**config.mk**
```make
export PLATFORM = sky130hd
export DESIGN_NAME = tx_sched_flat
export DESIGN_NICKNAME = d
export VERILOG_FILES = /design/src/rtl/tx_sched_if.sv /design/src/rtl/tx_sched.sv /design/src/flat_wrapper.sv
export SDC_FILE = /design/constraint.sdc
export NUM_CORES = 1
export LEC_CHECK = 0
export ABC_AREA = 1
export BUFFER_PORTS_ARGS = -buffer_cell sky130_fd_sc_hd__buf_2
export CAP_MARGIN = 20
export CORE_MARGIN = 5
export CORE_UTILIZATION = 55
export DETAILED_ROUTE_END_ITERATION = 8
export GPL_TIMING_DRIVEN = 0
export MAX_ROUTING_LAYER = met4
export PLACE_DENSITY_LB_ADDON = 0.05
export SYNTH_ARGS = -nofsm -noshare
export SYNTH_HDL_FRONTEND = slang
export SYNTH_SLANG_ARGS = --single-unit
```
**constraint.sdc**
```tcl
create_clock -name clk -period 3.4 [get_ports clk]
set_input_delay 0.17 -clock clk [delete_from_list [all_inputs] [get_ports clk]]
set_output_delay 0.17 -clock clk [all_outputs]
set_load 0.03 [all_outputs]
```
**src/rtl/tx_sched_if.sv**
```systemverilog
// Handshake bundle between the transmit scheduler, its two requesters and the TX fail-safe.
// master: requesters/fail-safe side; slave: the scheduler itself.
interface tx_sched_if;
  logic bit_enb;
  logic cardet;
  logic req_ack;
  logic req_data;
  logic tx_done;
  logic txen_fail;
  logic txen;
  logic gnt_ack;
  logic gnt_data;
  logic abort;
  logic busy;

  modport master (
    output bit_enb, cardet, req_ack, req_data, tx_done, txen_fail,
    input  txen, gnt_ack, gnt_data, abort, busy
  );

  modport slave (
    input  bit_enb, cardet, req_ack, req_data, tx_done, txen_fail,
    output txen, gnt_ack, gnt_data, abort, busy
  );
endinterface

```
**src/rtl/tx_sched.sv**
```systemverilog
// tx_sched: grants the single transmit path to ACK or data after the inter-frame space.
// Define TX_SCHED_BACKOFF_EN to add the LFSR-driven random slot backoff for data frames.
module tx_sched #(
  parameter int DIFS_BITS = 80,
  parameter int SIFS_BITS = 16,
  parameter int SLOT_BITS = 8,
  parameter int CW_MAX    = 31
) (
  input  logic      clk,
  input  logic      rst,
  tx_sched_if.slave bus
);
  typedef enum logic [2:0] {IDLE, IFS, BACKOFF, TX, ABORT} state_t;

  localparam int IFS_MAX = (DIFS_BITS > SIFS_BITS) ? DIFS_BITS : SIFS_BITS;
  localparam int IFS_W   = $clog2(IFS_MAX + 1);
  localparam logic [IFS_W-1:0] DIFS_LD = IFS_W'(DIFS_BITS);
  localparam logic [IFS_W-1:0] SIFS_LD = IFS_W'(SIFS_BITS);
  localparam logic [IFS_W-1:0] IFS_ONE = IFS_W'(1);

  if (DIFS_BITS < 1 || SIFS_BITS < 1 || SLOT_BITS < 1 || CW_MAX < 0 || CW_MAX > 255) begin : g_bad_params
    $error("tx_sched: parameter out of range");
  end

  state_t           state;
  logic             owner_ack;
  logic [IFS_W-1:0] ifs_cnt;
  logic             txen_q, gnt_ack_q, gnt_data_q, abort_q, busy_q;
  logic             own_req, chan_idle_bit, chan_busy_bit;

  assign own_req       = owner_ack ? bus.req_ack : bus.req_data;
  assign chan_idle_bit = bus.bit_enb & ~bus.cardet;
  assign chan_busy_bit = bus.bit_enb &  bus.cardet;

`ifdef TX_SCHED_BACKOFF_EN
  localparam int SLOT_W = $clog2(SLOT_BITS + 1);
  localparam int CW_W   = (CW_MAX > 0) ? $clog2(CW_MAX + 1) : 1;
  localparam logic [SLOT_W-1:0] SLOT_LD  = SLOT_W'(SLOT_BITS);
  localparam logic [SLOT_W-1:0] SLOT_ONE = SLOT_W'(1);
  localparam logic [CW_W-1:0]   CW_ONE   = CW_W'(1);
  localparam logic [7:0]        CW_MASK  = 8'(CW_MAX);

  logic [7:0]        lfsr;
  logic [CW_W-1:0]   slot_cnt, slot_draw;
  logic [SLOT_W-1:0] bit_cnt;
  logic              drawn;

  assign slot_draw = CW_W'(lfsr & CW_MASK);

  // Fibonacci LFSR for x^8+x^6+x^5+x^4+1; the nonzero seed keeps it off the all-zero lock-up.
  always_ff @(posedge clk or negedge rst) begin
    if (!rst) lfsr <= 8'hA5;
    else      lfsr <= {lfsr[6:0], lfsr[7] ^ lfsr[5] ^ lfsr[4] ^ lfsr[3]};
  end
`endif

  always_ff @(posedge clk or negedge rst) begin
    if (!rst) begin
      state      <= IDLE;
      owner_ack  <= 1'b0;
      ifs_cnt    <= '0;
      txen_q     <= 1'b0;
      gnt_ack_q  <= 1'b0;
      gnt_data_q <= 1'b0;
      abort_q    <= 1'b0;
      busy_q     <= 1'b0;
`ifdef TX_SCHED_BACKOFF_EN
      slot_cnt   <= '0;
      bit_cnt    <= '0;
      drawn      <= 1'b0;
`endif
    end else begin
      abort_q <= 1'b0;
      case (state)
        IDLE: begin
          if (bus.req_ack || bus.req_data) begin
            state     <= IFS;
            owner_ack <= bus.req_ack;
            ifs_cnt   <= bus.req_ack ? SIFS_LD : DIFS_LD;
            busy_q    <= 1'b1;
          end
        end
        IFS: begin
          if (!own_req) begin
            state  <= IDLE;
            busy_q <= 1'b0;
`ifdef TX_SCHED_BACKOFF_EN
            drawn  <= 1'b0;
`endif
          end else if (!owner_ack && bus.req_ack) begin
            owner_ack <= 1'b1;
            ifs_cnt   <= SIFS_LD;
`ifdef TX_SCHED_BACKOFF_EN
            drawn     <= 1'b0;
`endif
          end else if (chan_busy_bit) begin
            ifs_cnt <= owner_ack ? SIFS_LD : DIFS_LD;
          end else if (chan_idle_bit) begin
            if (ifs_cnt > IFS_ONE) begin
              ifs_cnt <= ifs_cnt - 1'b1;
            end else begin
              ifs_cnt <= '0;
`ifdef TX_SCHED_BACKOFF_EN
              // A data frame resumes any slots left from an interrupted backoff before drawing anew.
              if (!owner_ack && drawn) begin
                state   <= BACKOFF;
                bit_cnt <= SLOT_LD;
              end else if (!owner_ack && slot_draw != '0) begin
                state    <= BACKOFF;
                bit_cnt  <= SLOT_LD;
                slot_cnt <= slot_draw;
                drawn    <= 1'b1;
              end else begin
`endif
                state      <= TX;
                txen_q     <= 1'b1;
                gnt_ack_q  <= owner_ack;
                gnt_data_q <= ~owner_ack;
`ifdef TX_SCHED_BACKOFF_EN
              end
`endif
            end
          end
        end
`ifdef TX_SCHED_BACKOFF_EN
        BACKOFF: begin
          if (!bus.req_data) begin
            state  <= IDLE;
            busy_q <= 1'b0;
            drawn  <= 1'b0;
          end else if (bus.req_ack) begin
            state     <= IFS;
            owner_ack <= 1'b1;
            ifs_cnt   <= SIFS_LD;
            drawn     <= 1'b0;
          end else if (chan_busy_bit) begin
            state   <= IFS;
            ifs_cnt <= DIFS_LD;
          end else if (chan_idle_bit) begin
            if (bit_cnt > SLOT_ONE) begin
              bit_cnt <= bit_cnt - 1'b1;
            end else begin
              bit_cnt <= SLOT_LD;
              if (slot_cnt > CW_ONE) begin
                slot_cnt <= slot_cnt - 1'b1;
              end else begin
                slot_cnt   <= '0;
                drawn      <= 1'b0;
                state      <= TX;
                txen_q     <= 1'b1;
                gnt_data_q <= 1'b1;
              end
            end
          end
        end
`endif
        TX: begin
          if (bus.txen_fail) begin
            state      <= ABORT;
            txen_q     <= 1'b0;
            gnt_ack_q  <= 1'b0;
            gnt_data_q <= 1'b0;
            abort_q    <= 1'b1;
          end else if (bus.tx_done) begin
            state      <= IDLE;
            txen_q     <= 1'b0;
            gnt_ack_q  <= 1'b0;
            gnt_data_q <= 1'b0;
            busy_q     <= 1'b0;
          end
        end
        ABORT: begin
          if (!bus.txen_fail) begin
            state  <= IDLE;
            busy_q <= 1'b0;
          end
        end
        default: begin
          state      <= IDLE;
          txen_q     <= 1'b0;
          gnt_ack_q  <= 1'b0;
          gnt_data_q <= 1'b0;
          busy_q     <= 1'b0;
        end
      endcase
    end
  end

  assign bus.txen     = txen_q;
  assign bus.gnt_ack  = gnt_ack_q;
  assign bus.gnt_data = gnt_data_q;
  assign bus.abort    = abort_q;
  assign bus.busy     = busy_q;
endmodule

```
**src/flat_wrapper.sv**
```systemverilog
// flat-port wrapper written by rule: the top's interface ports become plain ports
module tx_sched_flat 
#(
  parameter int DIFS_BITS = 80,
  parameter int SIFS_BITS = 16,
  parameter int SLOT_BITS = 8,
  parameter int CW_MAX    = 31
)
  (clk, rst, bus_bit_enb, bus_cardet, bus_req_ack, bus_req_data, bus_tx_done, bus_txen_fail, bus_txen, bus_gnt_ack, bus_gnt_data, bus_abort, bus_busy);
  tx_sched_if bus_i ();
  input  logic clk;
  input  logic rst;
  input wire logic [$bits(bus_i.bit_enb)-1:0] bus_bit_enb;
  input wire logic [$bits(bus_i.cardet)-1:0] bus_cardet;
  input wire logic [$bits(bus_i.req_ack)-1:0] bus_req_ack;
  input wire logic [$bits(bus_i.req_data)-1:0] bus_req_data;
  input wire logic [$bits(bus_i.tx_done)-1:0] bus_tx_done;
  input wire logic [$bits(bus_i.txen_fail)-1:0] bus_txen_fail;
  output wire logic [$bits(bus_i.txen)-1:0] bus_txen;
  output wire logic [$bits(bus_i.gnt_ack)-1:0] bus_gnt_ack;
  output wire logic [$bits(bus_i.gnt_data)-1:0] bus_gnt_data;
  output wire logic [$bits(bus_i.abort)-1:0] bus_abort;
  output wire logic [$bits(bus_i.busy)-1:0] bus_busy;
  assign bus_i.bit_enb = bus_bit_enb;
  assign bus_i.cardet = bus_cardet;
  assign bus_i.req_ack = bus_req_ack;
  assign bus_i.req_data = bus_req_data;
  assign bus_i.tx_done = bus_tx_done;
  assign bus_i.txen_fail = bus_txen_fail;
  assign bus_txen = bus_i.txen;
  assign bus_gnt_ack = bus_i.gnt_ack;
  assign bus_gnt_data = bus_i.gnt_data;
  assign bus_abort = bus_i.abort;
  assign bus_busy = bus_i.busy;
  tx_sched #(.DIFS_BITS(DIFS_BITS), .SIFS_BITS(SIFS_BITS), .SLOT_BITS(SLOT_BITS), .CW_MAX(CW_MAX)) u_core (.clk(clk), .rst(rst), .bus(bus_i));
endmodule
```
Word-level counts from Yosys, hierarchy flattened
Cells that the tools add are included.
Widths: inputs -> output; s select.
{"block": "word_totals", "reg_bits": 16, "elab_cells": 97, "output_inout_bits": 5, "in_bits": 8}
{"block": "classes", "bitwise_logic": 5, "addsub": 1, "magnitude_cmp": 1, "eq_ne": 20, "n_mux": 51, "reduce_logical": 11}
{"op": "$mux 7", "n": 8}
{"op": "$mux 1", "n": 27}
{"op": "$mux 3", "n": 9}
{"op": "$ne 3x3->1 const B", "n": 5}
{"op": "$ne 2x2->1 const B", "n": 7}
{"op": "$pmux 7 s2", "n": 1}
{"op": "$reduce_and 7->1", "n": 2}
{"op": "$pmux 3 s4", "n": 1}
{"op": "$pmux 1 s3", "n": 3}
{"op": "$ne 2x1->1 const B", "n": 4}
{"op": "$reduce_and 4->1", "n": 2}
{"op": "$gt 7x1->1 const B", "n": 1}
{"op": "$sub 7x1->7 const B", "n": 1}
{"op": "$reduce_and 5->1", "n": 1}
{"op": "$ne 4x1->1 const B", "n": 1}
{"op": "$pmux 1 s4", "n": 1}
{"op": "$eq 3x1->1 const B", "n": 1}
{"op": "$eq 3x2->1 const B", "n": 1}
{"op": "$eq 3x3->1 const B", "n": 1}
{"op": "$logic_not 3->1", "n": 1}
{"op": "$not 1->1", "n": 3}
{"op": "$and 1x1->1", "n": 2}
{"op": "$pmux 1 s2", "n": 1}
{"op": "$reduce_bool 2->1", "n": 1}
{"op": "4 further kinds", "n": 4}

Depth between registers and ports, before layout
{"block": "depth", "depth_word": 7, "depth_mapped": 9, "mapped_depth_nobuf": 9}

Worst setup path after synthesis
Ideal clock, no wire load.
{"block": "synth_path", "path_kind": "register to register", "startpoint": "register u_core.state[1]", "endpoint": "register u_core.ifs_cnt[5]", "required_ns": 3.283, "period_less_slack_ns": 1.249, "stages_incl_launch_ff": 9, "setup_ns": 0.117, "t_arrival_ns": 1.133, "n_path_buf": 0, "setup_slack_ns": 2.151, "path_cell_list": "dfrtp_1 -> nor2_2 -> nand2_1 -> inv_1 -> nor2_4 -> nor2_8 -> nand3_1 -> nand2_1 -> nor2_1"}
{"block": "synth_between", "elab_chain_cells": 3, "elab_cells_between_ends": 8}
{"element": "start, declared", "line": "tx_sched.sv:25", "source": "state_t state;"}
{"element": "start signal, assigned", "line": "tx_sched.sv:59", "source": "state <= IDLE;"}
{"element": "start signal, assigned", "line": "tx_sched.sv:77", "source": "state <= IFS;"}
{"element": "start signal, assigned", "line": "tx_sched.sv:85", "source": "state <= IDLE;"}
{"element": "$eq 3x1->1 / $logic_not 3->1 (equally long branches)", "line": "tx_sched.sv:74", "source": "case (state)"}
{"element": "$ne 4x1->1 (no line) (tied with other cells)"}
{"element": "$reduce_and 4->1 (no line)"}
{"element": "end signal, assigned", "line": "tx_sched.sv:79", "source": "ifs_cnt <= bus.req_ack ? SIFS_LD : DIFS_LD;"}
{"element": "end signal, assigned", "line": "tx_sched.sv:97", "source": "ifs_cnt <= owner_ack ? SIFS_LD : DIFS_LD;"}
{"element": "end signal, assigned", "line": "tx_sched.sv:100", "source": "ifs_cnt <= ifs_cnt - 1'b1;"}
{"element": "end, declared", "line": "tx_sched.sv:27", "source": "logic [IFS_W-1:0] ifs_cnt;"}
Parallel ways exist; a longest one is shown, timed or not.
A chain may end at the register's enable or synchronous reset.

Worst setup path after layout
{"block": "layout_path", "startpoint": "register u_core.ifs_cnt[1]", "endpoint": "register u_core.state[1]"}
{"block": "layout_between", "elab_chain_cells": 3}
{"element": "$gt 7x1->1", "line": "tx_sched.sv:99", "source": "if (ifs_cnt > IFS_ONE) begin"}
{"element": "$ne 3x3->1 (no line)"}
{"element": "$reduce_and 7->1 (no line)"}
{"element": "end signal, assigned", "line": "tx_sched.sv:85"}
{"element": "end signal, assigned", "line": "tx_sched.sv:115", "source": "state <= TX;"}
{"element": "end signal, assigned", "line": "tx_sched.sv:159", "source": "state <= ABORT;"}
No other way between the ends.

==> reports/qor.txt <==
Async S/R FF share, synth = 100%
R2R Setup Slk = 1930 ps
Number of routed nets with antenna violations = 0
Vias = 973
Status = complete, no violations
Die area = 0.00295 mm2
Cells after DPL = 187
Most frequent cell after synthesis = nand2_1
Io pins = 13
# resized after CTS = 0
Largest net degree at the start of global routing = 17
Min Clock Period, post-route = 1470 ps
Leak = 0.677 nW
Share of cells above drive strength 1 = 25.5%
Area Overhead vs Synth = 13.0%
Vias in the first global route = 915
Synth Flop Type = dfrtp_1
GRT Util Overall = 19.2%
Final Cycle Share = 43.3%
Setup crit start kind = flip-flop
Synth top area share = 37.1%
WP buf/inv = 1
Slew Limit Fails = 0
Pwr Density = 1040 mW/mm2
Worst path depth = 8
RSZ-0062 raised after global routing = no
Slew @ Worst Pin = 360 ps
Initial antenna violation count = 0
Post-Syn Area per Cell = 7.30 um2
Worst skew pair latency = 290 ps
EDFF count, synth = 0
Crit path cell chain = inv_1 > ha_1 > nand2_1 > nand2_1 > nand2_2 > o21ai_0 > nand2_1 > a21oi_1
R2r worst-path depth = 8
Crit Path Class = reg -> reg
Hold WS = 170 ps
Sequential area share after synthesis = 37.1%
Max Root-Sink Buffers = 2
Count of different cell masters after synthesis = 24
Reg2reg end = u_core.state[1]$_DFFE_PN0P_
Initial core utilization = 56.2%
Worst min path class = in -> reg
Max FO, Critical Path = 6
Synth cell count leaders = 44 x nand2_1, 18 x nor2_1, 16 x dfrtp_1, 16 x inv_1, 8 x nand3_1
Main area contributors after synthesis = dfrtp_1 37%, nand2_1 15%, nor2_1 6.3%
Post-layout net count = 176
Chip height = 54.3 um
Setup TNS = 0 ps
Peak VDD IR = 616 uV
Core box area = 0.00192 mm2
Final Util = 63.5%
Vias per inst = 5.07
DR WL/cell = 11.2 um
Fmax = 679 MHz
Dpl cell area = 0.00117 mm2
Final GP Congestion = 0.832
DRC = 0
Clk Tree Root Cell = clkbuf_4
Die X = 54.3 um
Crit. Startpoint = u_core.ifs_cnt[1]$_DFFE_PN0P_
Non-filler instance count after layout = 192
Final Setup Violations = 0
H-tree depth = 1
Delay-heaviest family, CP = compound AO/OA/AOI/OAI gates
Total of warnings raised by yosys = 0
Worst hold stages = 3
Num Clock Sinks = 16
Worst EP arrival = 1680 ps
Diodes inserted = 0
First-pass GRT wire length = 3950 um
CP endpoint = u_core.state[1]$_DFFE_PN0P_
Row cnt = 16
Reg clk slew, reported paths = 100 ps
Syn Inst Count = 148
Input/output buffers = 12
Post-DP HPWL = 1670 um
Slowest CP cell = dfrtp_1
Area leader, netlist = dfrtp_1
Fin. Hold Viols = 0
Design area = 0.00122 mm2
CTS tree = yes
Drt pass-1 iters = 4
Crit. End Element = flip-flop
Max-Slew Margin vs Limit = 76.0%
Congestion Overflow GR = 0
Skew final = 10.1 ps
CTS Buf Count = 3
Synthesized flop and latch total = 16
WL final = 2160 um
Largest stage delay, worst path = 420 ps
Worst path most repeated cell = nand2_1
RR Startpoint = u_core.ifs_cnt[1]$_DFFE_PN0P_
Maxcap violations = 0
Synthesized area = 0.00108 mm2
CP required = 3610 ps
Initial detailed-routing violation count = 30
Mapped Nets = 158
timing repair:
item	CTS	global route
endpoints found under the hold margin	16	0
hold buffers	1	0
buffers inserted	0	0
metal layers:
| metal | vias to the layer above | share of wire, % | GRT usage, % |
|---|---|---|---|
| met4 | 0 | 0.65 | 4.98 |
| li1 | 506 | - | - |
| met2 | 25 | 44 | 29.1 |
| met1 | 440 | 49 | 26.4 |
| met3 | 2 | 5.6 | 3.54 |
| met5 | - | 0 | - |
how the worst min path moves through the flow:
stage	start	to	slack [ps]
6_report	bus_txen_fail	u_core.state[2]$_DFFE_PN0P_	170
5_1_grt	bus_tx_done	u_core.state[1]$_DFFE_PN0P_	210
4_1_cts	bus_txen_fail	u_core.state[2]$_DFFE_PN0P_	170
3_5_place_dp	rst	u_core.bus.gnt_data$_DFFE_PN0P_	110
3_3_place_gp	rst	u_core.bus.gnt_ack$_DFFE_PN0P_	110
2_1_floorplan	rst	u_core.bus.abort$_DFF_PN0_	-130
power by group:
part | internal [mW] | leakage, nW | total [mW] | switching [mW]
Combinational | 0.278 | 0.453 | 0.805 | 0.527
Sequential | 0.267 | 0.203 | 0.337 | 0.0698
Clock | 0.0651 | 0.0210 | 0.125 | 0.0600
Total | 0.610 | 0.677 | 1.27 | 0.657
state kept, by name, indices dropped and copies added (netlist names):
register	cells
u_core.bus.abort	1
u_core.ifs_cnt	7
u_core.owner_ack	1
u_core.bus.gnt_data	1
u_core.state	3
u_core.bus.txen	1
u_core.bus.busy	1
u_core.bus.gnt_ack	1
through the flow:
stage	power [mW]	setup slack (ps)
2_1_floorplan	0.991	2150
5_1_grt	1.41	1790
3_5_place_dp	1.14	1990
6_report	1.27	1930
3_3_place_gp	1.13	1990
4_1_cts	1.27	1970
logic make-up after synthesis:
family | after synthesis | share of synthesized area, %
XOR/XNOR | 2 | 1.62
adder cells (fa/ha/maj) | 2 | 2.32
flip-flops | 16 | 37.1
buffers and inverters | 20 | 7.07
AND/OR/NAND/NOR | 92 | 43.3
AO/OA/AOI/OAI | 16 | 8.57
placed cells by master (no fill, tap or decap):
cell / netlist / final
nand2_1: 44 / 44
nor2_1: 18 / 18
inv_1: 16 / 16
dfrtp_1: 16 / 16
buf_2: 0 / 12
nand3_1: 8 / 8
nand2_2: 7 / 7
o21ai_1: 5 / 5
a21oi_1: 4 / 4
inv_2: 3 / 3
nand3_2: 3 / 3
nor2_4: 3 / 3
nand4_1: 3 / 3
o21ai_0: 3 / 3
clkbuf_4: 0 / 3
nor2_2: 2 / 2
nand4_2: 2 / 2
o21ai_2: 2 / 2
ha_1: 2 / 2
nor2_8: 1 / 1
xor2_1: 1 / 1
xnor2_1: 1 / 1
clkinv_2: 1 / 1
nand2_4: 1 / 1
a21oi_2: 1 / 1
a31oi_1: 1 / 1
clkbuf_8: 0 / 1
dlygate4sd3_1: 0 / 1
area by class of cell:
class / count / area (um2)
fill: 183 / 702
clock buffer: 4 / 36.3
inverter: 20 / 76.3
timing repair buffer: 13 / 70.1
tap: 27 / 33.8
sequential: 16 / 400
multi-input combinational: 112 / 603
worst reg2reg max path: stages, from the launching register on:
cell and delay (ps):
dfrtp_1 420, inv_1 90, ha_1 140, nand2_1 50
nand2_1 80, nand2_2 90, o21ai_0 300, nand2_1 100
a21oi_1 130
Power figures use the tool's default switching activity.
